`src/rtl/hyp_arbiter.sv`:
```
// Two-port round-robin arbiter in front of a single-request HyperRAM controller.
// Latency: grant to ready is 3 + cycles spent in WAIT, so at least 4 cycles.
// Backpressure: a port is held off until IDLE sees hyp_busy low. A stuck controller ends in a timeout abort.
// Ports: m0_*/m1_* carry valid/addr/wdata/wstrb in and ready/rdata/err out.
//        hyp_* carry the single-cycle rd/wr request, latched addr/data/byte enables, and rd data/strobe/busy back.
module hyp_arbiter #(
   parameter int unsigned TIMEOUT = 4095
) (
   input  logic        clk,
   input  logic        rst_l,
   input  logic        m0_valid,
   input  logic [29:0] m0_addr,
   input  logic [31:0] m0_wdata,
   input  logic [3:0]  m0_wstrb,
   output logic        m0_ready,
   output logic [31:0] m0_rdata,
   output logic        m0_err,
   input  logic        m1_valid,
   input  logic [29:0] m1_addr,
   input  logic [31:0] m1_wdata,
   input  logic [3:0]  m1_wstrb,
   output logic        m1_ready,
   output logic [31:0] m1_rdata,
   output logic        m1_err,
   output logic        hyp_rd_req,
   output logic        hyp_wr_req,
   output logic [31:0] hyp_addr,
   output logic [31:0] hyp_wr_d,
   output logic [3:0]  hyp_wr_byte_en,
   input  logic [31:0] hyp_rd_d,
   input  logic        hyp_rd_rdy,
   input  logic        hyp_busy
);

   typedef enum logic [2:0] {ST_IDLE, ST_REQ, ST_GUARD, ST_WAIT, ST_DONE} state_t;

   // The counter is 16 bits wide, so larger TIMEOUT values clamp to the saturation point.
   localparam logic [15:0] TMO = (TIMEOUT > 32'd65535) ? 16'hFFFF : 16'(TIMEOUT);

   state_t      state;
   state_t      state_nxt;
   logic        grant;
   logic        pick;
   logic        gnt_q;
   logic        last_grant;
   logic [29:0] addr_q;
   logic [31:0] wdata_q;
   logic [3:0]  wstrb_q;
   logic [31:0] rdata_q;
   logic        err_q;
   logic [15:0] cnt;
   logic        timed_out;
   logic        is_read;
   logic        done0;
   logic        done1;

   assign timed_out = (cnt >= TMO);
   assign is_read   = (wstrb_q == 4'd0);

   always_ff @(posedge clk or negedge rst_l) begin
      if (!rst_l) state <= ST_IDLE;
      else        state <= state_nxt;
   end

   always_comb begin
      state_nxt = state;
      grant     = 1'b0;
      pick      = 1'b0;
      case (state)
         ST_IDLE: begin
            if (!hyp_busy && (m0_valid || m1_valid)) begin
               grant     = 1'b1;
               // When both ports are valid, the port that did not win last time is granted.
               pick      = (m0_valid && m1_valid) ? ~last_grant : m1_valid;
               state_nxt = ST_REQ;
            end
         end
         ST_REQ:   state_nxt = ST_GUARD;
         // The controller may not have raised busy yet, so GUARD ignores it for one cycle.
         ST_GUARD: state_nxt = ST_WAIT;
         ST_WAIT: begin
            if (!hyp_busy || timed_out) state_nxt = ST_DONE;
         end
         ST_DONE:  state_nxt = ST_IDLE;
         default:  state_nxt = ST_IDLE;
      endcase
   end

   always_ff @(posedge clk or negedge rst_l) begin
      if (!rst_l) begin
         gnt_q      <= 1'b0;
         last_grant <= 1'b1;
         addr_q     <= '0;
         wdata_q    <= '0;
         wstrb_q    <= '0;
         rdata_q    <= '0;
         err_q      <= 1'b0;
         cnt        <= '0;
      end else begin
         if (grant) begin
            gnt_q      <= pick;
            last_grant <= pick;
            addr_q     <= pick ? m1_addr  : m0_addr;
            wdata_q    <= pick ? m1_wdata : m0_wdata;
            wstrb_q    <= pick ? m1_wstrb : m0_wstrb;
         end
         case (state)
            ST_REQ: begin
               cnt     <= '0;
               rdata_q <= '0;
               err_q   <= 1'b0;
            end
            ST_GUARD, ST_WAIT: begin
               if (cnt != 16'hFFFF) cnt <= cnt + 16'd1;
               // A later strobe overwrites an earlier one.
               if (hyp_rd_rdy) rdata_q <= hyp_rd_d;
               // A busy low in the same cycle wins over the timeout.
               if (state == ST_WAIT && hyp_busy && timed_out) err_q <= 1'b1;
            end
            default: ;
         endcase
      end
   end

   // Every output decodes from registered state, so reset clears them at once.
   assign hyp_rd_req     = (state == ST_REQ) && is_read;
   assign hyp_wr_req     = (state == ST_REQ) && !is_read;
   assign hyp_addr       = {2'b00, addr_q};
   assign hyp_wr_d       = wdata_q;
   assign hyp_wr_byte_en = wstrb_q;

   assign done0    = (state == ST_DONE) && !gnt_q;
   assign done1    = (state == ST_DONE) && gnt_q;
   assign m0_ready = done0;
   assign m1_ready = done1;
   assign m0_rdata = (done0 && is_read) ? rdata_q : 32'd0;
   assign m1_rdata = (done1 && is_read) ? rdata_q : 32'd0;
   assign m0_err   = done0 && err_q;
   assign m1_err   = done1 && err_q;

endmodule

```
`config.mk`:
```
export PLATFORM = sky130hd
export DESIGN_NAME = hyp_arbiter
export DESIGN_NICKNAME = d
export VERILOG_FILES = /design/src/rtl/hyp_arbiter.sv
export SDC_FILE = /design/constraint.sdc
export NUM_CORES = 1
export LEC_CHECK = 0
export BUFFER_PORTS_ARGS = -buffer_cell sky130_fd_sc_hd__buf_2
export CORE_MARGIN = 2
export CORE_UTILIZATION = 40
export DETAILED_ROUTE_END_ITERATION = 6
export GPL_TIMING_DRIVEN = 1
export PLACE_DENSITY = 0.71
export SETUP_SLACK_MARGIN = 0.2
export SLEW_MARGIN = 20
export SYNTH_ARGS = -nofsm -noshare
export SYNTH_HDL_FRONTEND = slang
export SYNTH_SLANG_ARGS = --single-unit
export TNS_END_PERCENT = 20
```
`constraint.sdc`:
```
create_clock -name clk -period 2.6 [get_ports clk]
set_input_delay 0.26 -clock clk [delete_from_list [all_inputs] [get_ports clk]]
set_output_delay 0.26 -clock clk [all_outputs]
set_load 0.02 [all_outputs]
```
==> results of run 1 <==
[cell usage in the layout, fill, tap and decap left out, types with 6 or more instances in the layout]
| master | netlist | routed |
|---|---|---|
| mux2i_1 | 68 | 68 |
| nand4_1 | 6 | 6 |
| and2_1 | 68 | 68 |
| dfrtp_1 | 119 | 118 |
| nand3_1 | 40 | 40 |
| clkbuf_8 | 0 | 6 |
| buf_4 | 2 | 10 |
| buf_2 | 5 | 304 |
| nand2_1 | 77 | 77 |
| clkbuf_16 | 0 | 17 |
| a21oi_1 | 72 | 72 |
| nor2_1 | 78 | 78 |
| and3_1 | 8 | 8 |
| nor4_1 | 7 | 7 |
[power by group through the flow]
stage / Clock (mW) / Combinational, mW / Sequential (mW)
after CTS: 2.51 / 3.64 / 3.10
after global placement: 0 / 3.56 / 3.10
after floorplan: 0 / 1.76 / 3.64
after global routing: 2.59 / 3.98 / 3.21
final: 2.45 / 3.60 / 3.10
after detailed placement: 0 / 3.63 / 3.12
[worst max path at each step]
stage                        end  slack [ns]         startpoint  cells after the start
floorplan           m0_rdata[10]        0.50  hyp_wr_byte_en[1]                      4
global placement    m0_rdata[12]        0.57  hyp_wr_byte_en[1]                      5
detailed placement   m0_rdata[2]        0.51  hyp_wr_byte_en[1]                      5
CTS                  m0_rdata[2]        0.20  hyp_wr_byte_en[1]                      5
global route         m0_rdata[0]        0.12  hyp_wr_byte_en[1]                      5
finish               m0_rdata[2]        0.22  hyp_wr_byte_en[1]                      5
[layout make-up]
class	count	share of cell area (%)
well taps	184	2.74
multi-input cells	479	33.8
inverters	2	0.0894
flip-flops and latches	120	35.8
clock inverters	6	1.33
repair buffers	320	20.1
clock buffers	25	6.14
[stage by stage]
stage | hold slack (ns) | worst slack (ns) | cell area (um^2) | std cells
6_report | 0.0654 | 0.219 | 8400 | 1136
2_1_floorplan | -0.0356 | 0.495 | 6030 | 652
4_1_cts | 0.0459 | 0.196 | 8390 | 1136
3_5_place_dp | 0.323 | 0.509 | 7750 | 1104
3_3_place_gp | 0.312 | 0.571 | 7750 | 1104
5_1_grt | 0.0552 | 0.118 | 8400 | 1136
[layer usage]
| layer | routed length, um | global-route usage (%) |
|---|---|---|
| met3 | 869 | 5.02 |
| met1 | 7440 | 27.8 |
| met5 | 0 | 0 |
| met4 | 232 | 7.18 |
| met2 | 8910 | 36.7 |
[what timing repair did]
item / CTS / global route
hold buffers: 1 / 0
setup endpoints to repair: 64 / 64
gates resized for setup: 2 / 2
hold endpoints to repair: 43 / 0
setup buffers: 0 / 0
[logic make-up after synthesis]
kind of cell,Yosys count
AO/OA/AOI/OAI,99
XOR/XNOR,1
adder cells (fa/ha/maj),1
buffers and inverters,53
flip-flops,120
multiplexers,71
other,1
AND/OR/NAND/NOR,305
[cell usage after synthesis (4+ instances only)]
| cell type | instances | area (um^2) |
|---|---|---|
| dfrtp_1 | 119 | 2980 |
| nor2_1 | 78 | 293 |
| nand2_1 | 77 | 289 |
| a21oi_1 | 72 | 360 |
| and2_1 | 68 | 425 |
| mux2i_1 | 68 | 681 |
| nand3_1 | 40 | 200 |
| clkbuf_1 | 33 | 124 |
| buf_1 | 10 | 37.5 |
| and3_1 | 8 | 50.1 |
| nor4_1 | 7 | 43.8 |
| nand4_1 | 6 | 37.5 |
| nor3_1 | 6 | 30.0 |
| buf_2 | 5 | 25.0 |
| o21ai_0 | 5 | 25.0 |
| or4_1 | 4 | 30.0 |
[sequential cells by signal (all words and copies together) (netlist names)]
| register | cells |
|---|---|
| addr_q | 30 |
| cnt | 16 |
| err_q | 1 |
| gnt_q | 1 |
| hyp_wr_byte_en | 4 |
| hyp_wr_d | 32 |
| last_grant | 1 |
| rdata_q | 32 |
| state | 3 |
[worst min-delay path, stage by stage]
cell and delay [ns]:
buf_2 0.07, nand3_1 0.05, nand2_1 0.06
==> impl_metrics.py, run 1 <==
metrics = {
    "global_route": {
        "antenna_found_initial": 0,
        "grt_use_total_pct": 21.8,
        "grt_pass1_vias": 5325,
        "grt_max_degree": 111,
        "grt_pass1_wl_um": 27400,
        "overflow": 0,
    },
    "hold_path": {
        "hold_start": "hyp_rd_d[24]",
        "hold_path_end": "rdata_q[24]",
        "hp-class": "input pin to flip-flop",
        "whs_path_depth": 3,
    },
    "power_and_ir_drop": {
        "p_seq_share_pct": 33.9,
        "p_leak_nw": 4.44,
        "p_sw_mw": 3.62,
        "p_int_mw": 5.52,
        "p_comb_share_pct": 39.3,
        "p_sw_share_pct": 39.6,
        "vdd_drop_max_mv": 0.556,
        "p_total_mw": 9.15,
        "powerDensity_nw_per_um2": 1090,
        "clkPwrFrac_pct": 26.8,
    },
    "synthesis": {
        "synth-edff-count": 0,
        "synthSimpleGateAreaFrac_pct": 24.8,
        "synth_top_flop_cell": "dfrtp_1",
        "yosysSeqAreaShare_pct": 49.9,
        "async_flop_share_pct": 100,
        "synth_top_family_by_area": "simple AND/OR/NAND/NOR gates",
        "synth_area_um2": 6020,
        "synth_mux_area_share_pct": 11.9,
        "syn-mean-instance-area_um2": 9.25,
        "synth_compound_area_share_pct": 9.41,
        "synth_xor_area_share_pct": 0.145,
        "synth_fa_ha_area_share_pct": 0.208,
        "ys_types": 49,
        "synth-seq-cells": 120,
        "yosysWarnings": 0,
        "synthCells": 651,
    },
    "setup_path": {
        "path_cells": "or4_4 > nor3_2 > buf_6 > and2_1 > buf_2",
        "start_kind": "flip-flop",
        "critical_path.top_delay_family": "simple AND/OR/NAND/NOR gates",
        "path_buf_inv": 2,
        "worstPathMaxFanout": 32,
        "critPathMaxStageDelay_ns": 0.59,
        "reg2reg_to": "cnt[1]",
        "r2r_cells": 5,
        "timing_worst_setup_path_type": "flip-flop to primary output",
        "regToRegSetupSlack_ns": 0.51,
        "cp.required_ns": 2.34,
        "timing.rr.start": "cnt[0]",
        "cpMaxStageDelayCell": "or4_4",
        "end_kind": "primary output",
        "arrival_ns": 2.12,
    },
    "routing": {
        "drt_iter0_drc": 368,
        "ant_nets": 0,
        "routed_wl_um": 17500,
        "wl_per_cell_um": 15.4,
        "firstDrtPassIters": 4,
        "vias": 5596,
        "avgViaCountPerCell": 4.93,
        "drcViolationCount": 0,
    },
    "timing": {
        "fin_tns_setup_ns": 0,
        "period_needed_ns": 2.38,
        "slew_headroom_pct": 56.0,
        "final-setup-viol-count": 0,
        "tightest_slew_ns": 0.660,
        "max_clock_freq_mhz": 420,
        "hold_viol_final": 0,
        "worst_clock_skew_ns": 0.00881,
        "maxSlewViolCount": 0,
        "fin_crit_sh_pct": 91.6,
        "rsz0062_at_grt": "yes",
    },
    "die": {
        "ios": 308,
        "initial_core_util_pct": 41.1,
        "dieHeight_um": 127,
        "dieArea_um2": 16100,
        "die_x_um": 127,
        "core_region_area_um2": 14600,
        "num_rows": 44,
    },
    "clock_network": {
        "cts_max_level": 4,
        "cts.sinks": 120,
        "numCtsBuffers": 17,
        "clockBufferDepth": 2,
        "clockRootBuffer": "clkbuf_16",
        "cts_tree": "done",
        "clock_latency_ns": 0.41,
        "clkSlewWorstSetupHoldPaths_ns": 0.05,
    },
    "layout": {
        "diodes": 0,
        "multi_input_area_um2": 2840,
        "area_delta_synth_final_pct": 39.4,
        "nets": 1111,
        "drive_above_1_share_pct": 38.3,
        "fillCellCount": 1320,
        "final_core_util_pct": 57.3,
        "seqCellArea_um2": 3010,
    },
    "run_status": {
        "status": "completed",
    },
    "place": {
        "post-dp-hpwl_um": 13300,
        "place_congestion": 0.883,
        "io_buffers": 305,
    },
    "job": {
        "drv_cap": 0,
    },
}
Note: power is estimated with default switching activity, not from simulation.
==> run 2: changes to the inputs <==
--- a/config.mk
+++ b/config.mk
@@ -6,11 +6,12 @@
 export NUM_CORES = 1
 export LEC_CHECK = 0
 export BUFFER_PORTS_ARGS = -buffer_cell sky130_fd_sc_hd__buf_2
-export CORE_MARGIN = 2
-export CORE_UTILIZATION = 40
+export CELL_PAD_IN_SITES_DETAIL_PLACEMENT = 1
+export CELL_PAD_IN_SITES_GLOBAL_PLACEMENT = 1
+export CORE_UTILIZATION = 33
 export DETAILED_ROUTE_END_ITERATION = 6
 export GPL_TIMING_DRIVEN = 1
-export PLACE_DENSITY = 0.71
+export PLACE_DENSITY = 0.8
 export SETUP_SLACK_MARGIN = 0.2
 export SLEW_MARGIN = 20
 export SYNTH_ARGS = -nofsm -noshare
==> run 2 against run 1 <==
Net effect:
- cell count rose by 4.8%
- critical path type unchanged
- routed wire length rose by 16%
- fmax increased by 0.29%
- die area is 17% higher
- utilization fell by 9.6 points
- register-to-register slack about the same
- first-iteration DRC count is 31% lower
- via count grew 4.9%
- final area grew 1.7%
- flip-flop and latch count did not move
- worst setup slack better by 0.0070 ns
- largest cell class unchanged
==> impl_metrics.py, run 2 (synthesis gave the netlist of run 1 again) <==
metrics = {
    "setup_path": {
        "reg2reg_to": "cnt[1]",
        "path_cells": "or4_4 > nor3_4 > buf_4 > buf_6 > and2_1 > buf_2",
        "regToRegSetupSlack_ns": 0.50,
        "critical_path.top_delay_family": "simple AND/OR/NAND/NOR gates",
        "path_buf_inv": 3,
        "end_kind": "primary output",
        "cp.required_ns": 2.34,
        "critPathMaxStageDelay_ns": 0.60,
        "r2r_cells": 5,
        "timing.rr.start": "cnt[0]",
        "cpMaxStageDelayCell": "or4_4",
        "timing_worst_setup_path_type": "flip-flop to primary output",
        "worstPathMaxFanout": 8,
        "crit_start": "hyp_wr_byte_en[1]",
        "arrival_ns": 2.11,
        "start_kind": "flip-flop",
    },
    "power_and_ir_drop": {
        "powerDensity_nw_per_um2": 1070,
        "p_total_mw": 9.17,
        "p_comb_share_pct": 39.9,
        "p_sw_share_pct": 41.2,
        "p_sw_mw": 3.78,
        "p_seq_share_pct": 34.2,
        "clkPwrFrac_pct": 25.9,
        "p_leak_nw": 4.47,
        "vdd_drop_max_mv": 0.544,
        "p_int_mw": 5.40,
    },
    "routing": {
        "wl_per_cell_um": 17.0,
        "avgViaCountPerCell": 4.93,
        "top_layer": "met4",
        "drcViolationCount": 0,
        "ant_nets": 0,
        "drt-met1-wl_um": 8180,
        "dr_wl_met2_um": 10700,
        "routed_wl_um": 20200,
        "drt_iter0_drc": 254,
        "vias": 5869,
        "firstDrtPassIters": 6,
        "wl_met3_um": 1060,
    },
    "timing": {
        "slew_headroom_pct": 53.9,
        "final-setup-viol-count": 0,
        "fin_crit_sh_pct": 91.3,
        "period_needed_ns": 2.37,
        "max_clock_freq_mhz": 421,
        "maxSlewViolCount": 0,
        "worst_clock_skew_ns": 0.0100,
        "rsz0062_at_grt": "yes",
        "fin_tns_setup_ns": 0,
        "worst_hold_slack_ns": 0.0752,
        "tightest_slew_ns": 0.688,
        "hold_viol_final": 0,
    },
    "global_route": {
        "overflow": 0,
        "grt_use_total_pct": 20.9,
        "grt_max_degree": 119,
        "grt_pass1_wl_um": 29800,
        "grt_pass1_vias": 5613,
        "antenna_found_initial": 0,
    },
    "layout": {
        "final_common_cell": "buf_2",
        "final_cell_mix": "buf_2 (297), dfrtp_1 (118), nor2_1 (78)",
        "diodes": 0,
        "final_core_util_pct": 47.7,
        "finalInstanceArea_um2": 8540,
        "area_delta_synth_final_pct": 41.8,
        "nets": 1119,
        "fillCellCount": 2180,
        "drive_above_1_share_pct": 39.1,
    },
    "clock_network": {
        "clockBufferDepth": 2,
        "numCtsBuffers": 17,
        "clock_latency_ns": 0.41,
        "cts.sinks": 120,
        "clockRootBuffer": "clkbuf_16",
        "cts_tree": "done",
        "clkSlewWorstSetupHoldPaths_ns": 0.05,
        "cts_max_level": 4,
    },
    "run_status": {
        "status": "completed",
    },
    "hold_path": {
        "whs_path_depth": 3,
        "hold_start": "hyp_rd_d[26]",
        "hp-class": "input pin to flip-flop",
        "hold_path_end": "rdata_q[26]",
    },
    "die": {
        "core_region_area_um2": 17900,
        "die_x_um": 137,
        "num_rows": 49,
        "dieHeight_um": 137,
        "ios": 308,
        "dieArea_um2": 18800,
        "initial_core_util_pct": 33.6,
    },
    "place": {
        "place_congestion": 0.811,
        "io_buffers": 305,
        "post-dp-hpwl_um": 14800,
        "placedInstanceArea_um2": 7810,
    },
    "job": {
        "drv_cap": 0,
    },
}
-- run 2: how the worst max path moves through the flow --
stage | to | cells past startpoint
2_1_floorplan | m0_rdata[10] | 4
3_3_place_gp | m0_rdata[3] | 5
3_5_place_dp | m0_rdata[9] | 5
4_1_cts | m1_rdata[20] | 5
5_1_grt | m0_rdata[7] | 6
6_report | m0_rdata[9] | 6
-- run 2: worst reg2reg max path, delay by kind of cell (launching register included) --
family / cells / cell delay, ns
flip-flops: 1 / 0.41
adder cells (fa/ha/maj): 1 / 0.21
AND/OR/NAND/NOR: 3 / 1.07
AO/OA/AOI/OAI: 1 / 0.29
-- run 2: cell type report --
cell class	count	area, um^2	area share (%)
multi-input cells	479	2850	33.4
clock inverters	13	154	1.80
well taps	229	287	3.35
repair buffers	328	1790	21.0
clock buffers	19	443	5.19
inverters	2	7.51	0.0879
flip-flops and latches	120	3010	35.2
-- run 2: what timing repair did --
item	4_1_cts	5_1_grt
gates resized for setup	10	16
gates cloned	3	1
endpoints found under the hold margin	32	0
pin swaps	2	1
endpoints found under the setup margin	64	64
buffers inserted	3	0
hold buffers	1	0
-- run 2: metal layers --
metal / up-vias / track usage [%]
li1: 2815 / -
met1: 2853 / 25.5
met2: 181 / 36.5
met3: 20 / 5.00
met4: 0 / 5.86
met5: - / 0
-- run 2: power by group through the flow --
| stage | clock, mW | combinational, mW | sequential, mW |
|---|---|---|---|
| 3_3_place_gp | 0 | 3.55 | 3.11 |
| 2_1_floorplan | 0 | 1.76 | 3.64 |
| 6_report | 2.38 | 3.66 | 3.14 |
| 5_1_grt | 2.51 | 4.00 | 3.24 |
| 4_1_cts | 2.43 | 3.71 | 3.14 |
| 3_5_place_dp | 0 | 3.69 | 3.16 |
-- run 2: per-stage QoR --
step           setup WS (ns)  instances
2_1_floorplan          0.495        652
3_3_place_gp           0.539       1150
3_5_place_dp           0.467       1150
4_1_cts                0.191       1189
5_1_grt                0.147       1190
6_report               0.226       1190
==> run 3: changes to the inputs <==
--- a/config.mk
+++ b/config.mk
@@ -6,12 +6,11 @@
 export NUM_CORES = 1
 export LEC_CHECK = 0
 export BUFFER_PORTS_ARGS = -buffer_cell sky130_fd_sc_hd__buf_2
-export CELL_PAD_IN_SITES_DETAIL_PLACEMENT = 1
-export CELL_PAD_IN_SITES_GLOBAL_PLACEMENT = 1
-export CORE_UTILIZATION = 33
+export CORE_UTILIZATION = 40
 export DETAILED_ROUTE_END_ITERATION = 6
 export GPL_TIMING_DRIVEN = 1
-export PLACE_DENSITY = 0.8
+export PLACE_DENSITY = 0.71
+export RECOVER_POWER = 100
 export SETUP_SLACK_MARGIN = 0.2
 export SLEW_MARGIN = 20
 export SYNTH_ARGS = -nofsm -noshare
==> constraint.sdc (replaced) <==
create_clock -name clk -period 2.65 [get_ports clk]
set_input_delay 0.265 -clock clk [delete_from_list [all_inputs] [get_ports clk]]
set_output_delay 0.265 -clock clk [all_outputs]
set_load 0.02 [all_outputs]
==> run 3 against run 2 <==
Net effect:
- highest routed layer unchanged
- first-iteration DRC count is 27% higher
- worst hold slack worse by 0.0049 ns
- utilization grew 8.8 points
- clock power shrank 3%
- die area fell by 17%
- clock skew barely moved
- routed wire length down 16%
- non-clock buffer count down 6
- final area shrank 3.4%
==> impl_metrics.py, run 3 (synthesis gave the netlist of run 1 again) <==
metrics = {
    "power_and_ir_drop": {
        "powerDensity_nw_per_um2": 1050,
        "p_total_mw": 8.70,
        "vdd_drop_max_mv": 0.536,
        "p_leak_nw": 4.05,
    },
    "global_route": {
        "grt_pass1_vias": 5159,
        "grt_pass1_wl_um": 26500,
        "grt_max_degree": 105,
        "grt_use_total_pct": 21.5,
        "antenna_found_initial": 0,
        "overflow": 0,
    },
    "setup_path": {
        "critPathMaxStageDelay_ns": 0.58,
        "r2r_cells": 5,
        "end_kind": "primary output",
        "timing_worst_setup_path_type": "flip-flop to primary output",
        "start_kind": "flip-flop",
        "arrival_ns": 2.21,
        "cpMaxStageDelayCell": "or4_4",
        "timing.rr.start": "cnt[0]",
        "path_cells": "or4_4 > nor3_4 > buf_6 > buf_6 > and2_1 > clkbuf_1",
        "path_common_cell": "buf_6",
        "cp.required_ns": 2.38,
        "worstPathMaxFanout": 8,
        "reg2reg_to": "cnt[1]",
        "regToRegSetupSlack_ns": 0.29,
    },
    "die": {
        "num_rows": 44,
        "dieArea_um2": 15600,
        "initial_core_util_pct": 41.3,
        "core_region_area_um2": 14600,
        "die_x_um": 125,
        "ios": 308,
        "dieHeight_um": 125,
    },
    "hold_path": {
        "whs_path_depth": 3,
        "hold_start": "hyp_rd_d[30]",
        "hold_path_end": "rdata_q[30]",
        "hp-class": "input pin to flip-flop",
    },
    "timing": {
        "maxSlewViolCount": 0,
        "fin_crit_sh_pct": 93.4,
        "rsz0062_at_grt": "yes",
        "slew_headroom_pct": 22.8,
        "period_needed_ns": 2.48,
        "worst_clock_skew_ns": 0.00986,
        "max_clock_freq_mhz": 404,
        "final-setup-viol-count": 0,
        "fin_tns_setup_ns": 0,
        "hold_viol_final": 0,
        "tightest_slew_ns": 1.16,
    },
    "place": {
        "io_buffers": 305,
        "post-dp-hpwl_um": 12400,
        "place_congestion": 0.849,
    },
    "routing": {
        "drt_iter0_drc": 323,
        "drcViolationCount": 0,
        "ant_nets": 0,
        "routed_wl_um": 17100,
        "avgViaCountPerCell": 4.96,
        "wl_per_cell_um": 15.0,
        "firstDrtPassIters": 4,
        "vias": 5649,
    },
    "layout": {
        "final_cell_mix": "buf_2 (179), clkbuf_1 (124), dfrtp_1 (118)",
        "area_delta_synth_final_pct": 37.0,
        "final_core_util_pct": 56.6,
        "final_common_cell": "buf_2",
        "fillCellCount": 1415,
        "diodes": 0,
        "nets": 1113,
        "drive_above_1_share_pct": 25.7,
    },
    "clock_network": {
        "cts_max_level": 4,
        "numCtsBuffers": 17,
        "clockBufferDepth": 2,
        "clkSlewWorstSetupHoldPaths_ns": 0.06,
        "cts.sinks": 120,
        "cts_tree": "done",
        "clock_latency_ns": 0.41,
        "clockRootBuffer": "clkbuf_16",
    },
    "run_status": {
        "status": "completed",
    },
    "job": {
        "drv_cap": 0,
    },
}
-- run 3: cell count changes in the layout (fill, tap and decap cells not counted), sizes merged --
cell	previous run	this run
buf	327	195
clkbuf	19	146
clkinvlp	4	2
inv	2	3
-- run 3: report_power, final --
part	leakage [nW]	switching [mW]	internal [mW]
logic	2.31	2.28	1.04
clock network	0.296	0.791	1.52
registers	1.44	0.492	2.58
-- run 3: final cells by class --
class	instances	area, um^2	area share [%]
multi-input combinational	479	2840	34.5
sequential	120	3010	36.4
timing repair buffer	322	1560	18.9
clock inverter	12	148	1.79
clock buffer	20	457	5.53
tap	184	230	2.79
inverter	2	7.51	0.0910
-- run 3: critical path: cells and delay by family, from the launching register on --
kind,cells,cell delay [ns]
buf+inv,3,0.52
flops,1,0.40
simple gates,3,0.89
-- run 3: how the worst max path moves through the flow --
stage	startpoint	to	slack, ns	cells after the start
3_5_place_dp	cnt[0]	cnt[1]	0.57	5
5_1_grt	hyp_wr_byte_en[2]	m0_rdata[9]	0.09	6
2_1_floorplan	hyp_wr_byte_en[1]	m0_rdata[10]	0.54	4
4_1_cts	hyp_wr_byte_en[0]	m0_rdata[8]	0.23	5
6_report	hyp_wr_byte_en[2]	m0_rdata[9]	0.17	6
3_3_place_gp	cnt[0]	cnt[1]	0.61	5
-- run 3: stage by stage --
step / instance area (um^2) / cells / hold WS (ns) / setup WS, ns
detailed placement: 7730 / 1102 / 0.291 / 0.571
floorplan: 6030 / 652 / -0.0306 / 0.540
global route: 8250 / 1139 / 0.0632 / 0.0883
finish: 8250 / 1139 / 0.0703 / 0.174
global placement: 7730 / 1102 / 0.289 / 0.606
CTS: 8370 / 1136 / 0.0565 / 0.227
-- run 3: per-layer routing --
layer	track usage, %	wire, um	share of wire (%)	up-vias
li1	-	-	-	2811
met1	26.1	7110	42	2607
met2	35.2	8380	49	199
met3	6.62	1160	6.8	32
met4	8.93	411	2.4	0
met5	0	0	0	-
-- run 3: what timing repair did --
action / CTS / global route
endpoints found under the setup margin: 35 / 36
endpoints found under the hold margin: 40 / 0
setup buffers: 0 / 1
cloned: 1 / 2
hold buffers: 1 / 0
pin swaps: 1 / 2
resized for setup: 5 / 18
